===== src/rtl/ram_port_arbiter.sv =====
// ram_port_arbiter
// Two-requester arbiter in front of a shared single-port, synchronous-read RAM.
// One access is granted per cycle.  A granted read returns its data on the
// requesting port two cycles after the grant, as a one-cycle rvalid pulse.
//
// Build option:
//   ARB_FIXED_PRIORITY_EN  defined   -> req0 always wins a tie (fixed priority)
//                          undefined -> round-robin on the last granted port
// In both builds the last-grant state is tracked.
module ram_port_arbiter #(
  parameter int AWIDTH = 3,
  parameter int DWIDTH = 32
) (
  input  logic              clock,
  input  logic              rst_n,
  input  logic              req0,
  input  logic              we0,
  input  logic [AWIDTH-1:0] addr0,
  input  logic [DWIDTH-1:0] din0,
  input  logic              req1,
  input  logic              we1,
  input  logic [AWIDTH-1:0] addr1,
  input  logic [DWIDTH-1:0] din1,
  output logic              gnt0,
  output logic              gnt1,
  output logic              rvalid0,
  output logic              rvalid1,
  output logic [DWIDTH-1:0] rdata0,
  output logic [DWIDTH-1:0] rdata1,
  output logic [AWIDTH-1:0] ram_addr,
  output logic [DWIDTH-1:0] ram_din,
  output logic              ram_we,
  input  logic [DWIDTH-1:0] ram_dout
);

  typedef enum logic [1:0] {
    IDLE  = 2'd0,
    LAST0 = 2'd1,
    LAST1 = 2'd2
  } state_t;

  state_t state;
  state_t state_nxt;

  // A granted read heading into the RAM read cycle
  logic   rd_gnt;
  logic   vld_p0;
  logic   port_p0;

  // Last-grant state register
  always_ff @(posedge clock or negedge rst_n) begin
    if (!rst_n) begin
      state <= IDLE;
    end else begin
      state <= state_nxt;
    end
  end

  // Grant decision and next state; nothing is granted while reset is held
  always_comb begin
    state_nxt = state;
    gnt0      = 1'b0;
    gnt1      = 1'b0;
    if (rst_n) begin
      if (req0 && req1) begin
`ifdef ARB_FIXED_PRIORITY_EN
        gnt0 = 1'b1;
`else
        if (state == LAST0) begin
          gnt1 = 1'b1;
        end else begin
          gnt0 = 1'b1;
        end
`endif
      end else if (req0) begin
        gnt0 = 1'b1;
      end else if (req1) begin
        gnt1 = 1'b1;
      end
    end
    if (gnt0) begin
      state_nxt = LAST0;
    end else if (gnt1) begin
      state_nxt = LAST1;
    end
  end

  // Stage 0 (grant cycle): steer the winner onto the RAM port, idle bus otherwise
  always_comb begin
    ram_addr = '0;
    ram_din  = '0;
    ram_we   = 1'b0;
    rd_gnt   = 1'b0;
    if (gnt0) begin
      ram_addr = addr0;
      ram_din  = din0;
      ram_we   = we0;
      rd_gnt   = !we0;
    end else if (gnt1) begin
      ram_addr = addr1;
      ram_din  = din1;
      ram_we   = we1;
      rd_gnt   = !we1;
    end
  end

  // Stage 0 -> 1: remember which port owns the read now in the RAM
  always_ff @(posedge clock or negedge rst_n) begin
    if (!rst_n) begin
      vld_p0  <= 1'b0;
      port_p0 <= 1'b0;
    end else begin
      vld_p0  <= rd_gnt;
      port_p0 <= gnt1;
    end
  end

  // Stage 1 -> 2: capture RAM data on the owning port and pulse its rvalid
  always_ff @(posedge clock or negedge rst_n) begin
    if (!rst_n) begin
      rvalid0 <= 1'b0;
      rvalid1 <= 1'b0;
      rdata0  <= '0;
      rdata1  <= '0;
    end else begin
      rvalid0 <= vld_p0 && !port_p0;
      rvalid1 <= vld_p0 && port_p0;
      if (vld_p0 && !port_p0) begin
        rdata0 <= ram_dout;
      end
      if (vld_p0 && port_p0) begin
        rdata1 <= ram_dout;
      end
    end
  end

endmodule


===== config.mk =====
export PLATFORM = sky130hd
export DESIGN_NAME = ram_port_arbiter
export DESIGN_NICKNAME = d
export VERILOG_FILES = /design/src/rtl/ram_port_arbiter.sv
export SDC_FILE = /design/constraint.sdc
export NUM_CORES = 1
export LEC_CHECK = 0
export CAP_MARGIN = 20
export CORE_MARGIN = 5
export CORE_UTILIZATION = 38
export DETAILED_ROUTE_END_ITERATION = 10
export GPL_TIMING_DRIVEN = 0
export MAX_ROUTING_LAYER = met4
export PLACE_DENSITY = 0.95
export SLEW_MARGIN = 20
export SYNTH_ARGS = -nofsm -noshare
export SYNTH_HDL_FRONTEND = slang
export SYNTH_SLANG_ARGS = --single-unit

===== constraint.sdc =====
create_clock -name clock -period 2.63 [get_ports clock]
set_input_delay 0.6575 -clock clock [delete_from_list [all_inputs] [get_ports clock]]
set_output_delay 0.6575 -clock clock [all_outputs]
set_load 0.1 [all_outputs]

# Yosys cells after proc, flatten, opt, wreduce, memory -nomap -nowiden

Cells that the tools add are included.

Muxes and demuxes: 19
Reductions and logical operators: 7
Equal/unequal tests: 1

Operators with widths:

| operator             | count |
|---|---|
| $mux W32             | 2 |
| $mux W1              | 13 |
| $mux W3              | 2 |
| $mux W2              | 2 |
| $logic_and A1 B1 Y1  | 3 |
| $logic_not A1 Y1     | 3 |
| $eq A2 B1 Y1 const B | 1 |
| $reduce_bool A2 Y1   | 1 |

Output and inout bits: 104
Logic and storage cells: 34
Input port bits: 108
Register bits: 70

# Logic depth before layout (Yosys ltp)

Word-level depth: 6
Mapped depth: 5
Gate-level depth less buffers: 3

# Worst setup path before layout

OpenSTA, ideal clock, no wires.

Path type: input -> output
From: in req1
To: out ram_din[24]
Path buffers: 1
Setup slack: -0.317 ns
Data arrival time: 2.290 ns
Cell stages on the path: 4
Data required time: 1.972 ns
Path through: nand3b_1 -> and3_4 -> buf_2 -> a22o_1

Elaborated cells on any way between the ends: 9
Those cells by class: mux (8); reduce/logical (1)

RTL lines:

| item                | RTL line | text |
|---|---|---|
| start, declared     | 20       | `input logic req1,` |
| $logic_and A1 B1 Y1 | 65       | `if (req0 && req1) begin` |
| $mux W1             | 65       |  |
| $mux W1             | 64       | `if (rst_n) begin` |
| named net gnt0      | 24       | `output logic gnt0,` |
| $mux W32            | 94       | `if (gnt0) begin` |
| end, declared       | 31       | `output logic [DWIDTH-1:0] ram_din,` |

The timed path passes the listed nets, and every way through them passes these cells.

# Worst setup path after layout

From: in req1
To: out ram_din[13]

Cells in the longest elaborated chain, start to end: 6
Elaborated cells on any way between the ends: 9
Those cells by class: mux (8); reduce/logical (1)

Ends and longest elaborated chain:

| item       | RTL line | text |
|---|---|---|
| $mux W1    | 77       | `end else if (req1) begin` |
| $mux W1    | 75       | `end else if (req0) begin` |
| $mux W1    | 65       |  |
| $mux W1    | 64       |  |
| $mux W32   | 99       | `end else if (gnt1) begin` |
| $mux W32 * | 94       |  |

Every way passes the cells marked *; elsewhere a longest branch is shown, timed or not.

==> impl_metrics.ini <==
[status]
status = completed

[yosys]
syn_avg_cell_area_sq_um = 14.7
async_reset_ff_frac = 1.00
synthesis.area_sq_mm = 0.00300
syn_inst = 204
ys_types = 19
synthTopCellsByCount = dfrtp_1 (70), a22o_1 (35), mux2_1 (32), mux2_2 (32), buf_2 (9)
ys_seq_area_frac = 0.583
yosys_warnings = 0
synth_edf_count = 0
yosys.area.top_type = dfrtp_1
synth_seq_cells = 70
ys.flop_type = dfrtp_1
syn_nets = 312
synth_most_common_cell = dfrtp_1
netlist.area_leader.share = 0.583
synth.area.top_cells = dfrtp_1 (58%), mux2_1 (12%), mux2_2 (12%)

[route]
drtIter0Drc = 57
ant_nets = 0
viasPerCell = 4.90
firstDrtPassIters = 5
drc = 0
vias = 2619
wl_um = 10300
wl_per_cell_um = 19.3

[global_route]
grt_pass1_wl_um = 15500
antenna_found_initial = 0
grt_max_degree = 42
grt_usage = 0.209
overflow = 0
grt_pass1_vias = 2893

[sta]
post-route-min-period_ns = 2.60
hold_viol = 0
tightest_slew_ns = 1.03
final-setup-viol-count = 0
fin_hold_ws_ns = 0.142
fmax_ghz = 0.385
skew_ns = 0.0120
finalCritPeriodShare = 0.987
slew_violations = 0
setup_tns_ns = 0
max-slew-margin-rel = 0.310
rsz0062_at_grt = true

[setup_path]
cp.required_ns = 1.97
worstPathArrival_ns = 1.94
crit_chain = clkdlybuf4s15_2, nand3b_1, and3_4, buf_6, buf_6, a22o_1, buf_12
crit_top_cell = buf_6
r2r_setup_slack_ns = 1.19
max_stage_delay_ns = 0.27
cp-end-kind = output port
worstSetupStartpointType = primary input
cp_top_family = buffers and inverters
worst-path-buf-inv = 4
slowest_stage = a22o_1
cp_max_fo = 10
worstSetupPathType = in2out

[placed_design]
dp_hpwl_um = 8150
portBuffers = 211
place_congestion = 0.835

[floorplanning]
dieArea_sq_mm = 0.00978
die_h_um = 98.9
row_count = 32
start_util = 0.389
die_w_um = 98.9
core_sq_mm = 0.00773
io_pins = 212

[cts]
clkTransAtPathRegs_ns = 0.08
cts_sinks = 70
clockRootBuffer = clkbuf_8
htreeDepth = 3
holdBufCountCts = 0
clock_path_buffers = 2
clock_latency_ns = 0.34
cts_tree = yes
cts_made_buffers = 9

[cells_and_area]
nNetsFinal = 536
diodes = 0
final_core_util = 0.712
area_growth_pct = 83.3
layout-drive-gt1-share = 0.262
fillers = 571

[flow_run]
cap_violations = 0

[worst_hold_path]
hold_path.class = in2async

[pwr]
p_total_uw = 6830
vdd_drop_max_v = 0.000939
cellPowerDensity_mw_per_mm2 = 1240
leakagePower_uw = 0.00237
-- report_power, final --
part	switching (uW)	total, uW	internal (uW)	leakage, uW
clock network	413	851	439	0.0000919
logic	3330	4390	1060	0.00146
registers	175	1590	1420	0.000823
total	3910	6830	2920	0.00237
-- layout make-up --
class / instances / area [sq um] / area share
plain buffers: 15 / 105 / 0.0191
clock buffers: 9 / 124 / 0.0225
clock inverters: 6 / 71.3 / 0.0130
inverters: 4 / 15.0 / 0.00273
multi-input cells: 115 / 1150 / 0.209
flip-flops and latches: 70 / 1750 / 0.318
well taps: 102 / 128 / 0.0232
repair buffers: 213 / 2160 / 0.393
-- worst reg2reg max path, stage by stage, from the launching register on --
cell,delay [ns]
dfrtp_1,0.38
nand2_1,0.23
buf_2,0.34
mux2_2,0.39
-- cells by family (layout without fill, tap and decap cells) --
group,count (synthesis),count (layout),synth area share
and+or+nand+nor,9,9,0.0187
DFF,70,70,0.583
buffers and inverters,19,247,0.0387
AOI/OAI and AO/OA,42,42,0.119
muxes,64,64,0.240
-- through the flow --
stage | setup WS [ns] | instance area [sq um] | std cells
floorplan | -0.0356 | 3010 | 204
global placement | -3.55 | 5250 | 517
detailed placement | -1.17 | 5270 | 518
CTS | 0.0295 | 5460 | 533
global route | -0.0247 | 5500 | 534
finish | 0.0330 | 5500 | 534
-- state kept, by name, summed over array words and instances (netlist names) --
signal / cells
port_p0: 1
rdata0: 32
rdata1: 32
rvalid0: 1
rvalid1: 1
state: 2
vld_p0: 1
-- layout by cell type (no fill, tap or decap), drive strengths merged --
| cell type | Yosys | layout |
|---|---|---|
| clkinvlp | 0 | 2 |
| nand3b | 2 | 2 |
| clkinv | 0 | 2 |
| nand2 | 3 | 3 |
| and3 | 2 | 2 |
| o21a | 1 | 1 |
| a211o | 1 | 1 |
| bufinv | 0 | 1 |
| clkdlybuf4s15 | 0 | 2 |
| a22o | 35 | 35 |
| clkdlybuf4s50 | 0 | 170 |
| mux2 | 64 | 64 |
| dfrtp | 70 | 70 |
| buf | 15 | 56 |
| nand2b | 2 | 2 |
| o21ba | 1 | 1 |
| a21boi | 1 | 1 |
| a21oi | 2 | 2 |
| clkbuf | 0 | 9 |
| o21bai | 1 | 1 |
| inv | 4 | 5 |
-- routing by layer --
layer | vias to the layer above | part of all wire | global-route usage
li1 | 1201 | - | -
met5 | - | 0 | -
met4 | 0 | 0.017 | 0.0620
met2 | 132 | 0.53 | 0.374
met1 | 1271 | 0.37 | 0.225
met3 | 15 | 0.081 | 0.0566
-- path summary, 6_finish.rpt --
path / from / to / cells past startpoint
worst max-delay path: req1 / ram_din[13] / 7
worst min-delay path: rst_n / rdata0[7]$_DFFE_PN0P_ / 1
worst max register to register: vld_p0$_DFF_PN0_ / rdata1[4]$_DFFE_PN0P_ / 3
worst min register to register: rdata0[31]$_DFFE_PN0P_ / rdata0[31]$_DFFE_PN0P_ / 1
max in group asynchronous: rst_n / rdata0[19]$_DFFE_PN0P_ / 2
min in group clock: rdata0[31]$_DFFE_PN0P_ / rdata0[31]$_DFFE_PN0P_ / 1
-- what timing repair did --
item                                    in CTS  in global routing
endpoints found under the setup margin      38                 28
gates resized for setup                    256                  8
setup buffers                                0                  1
pin swaps                                    1                  0
endpoints found under the hold margin        0                  0
Note: power is estimated with default switching activity, not from simulation.
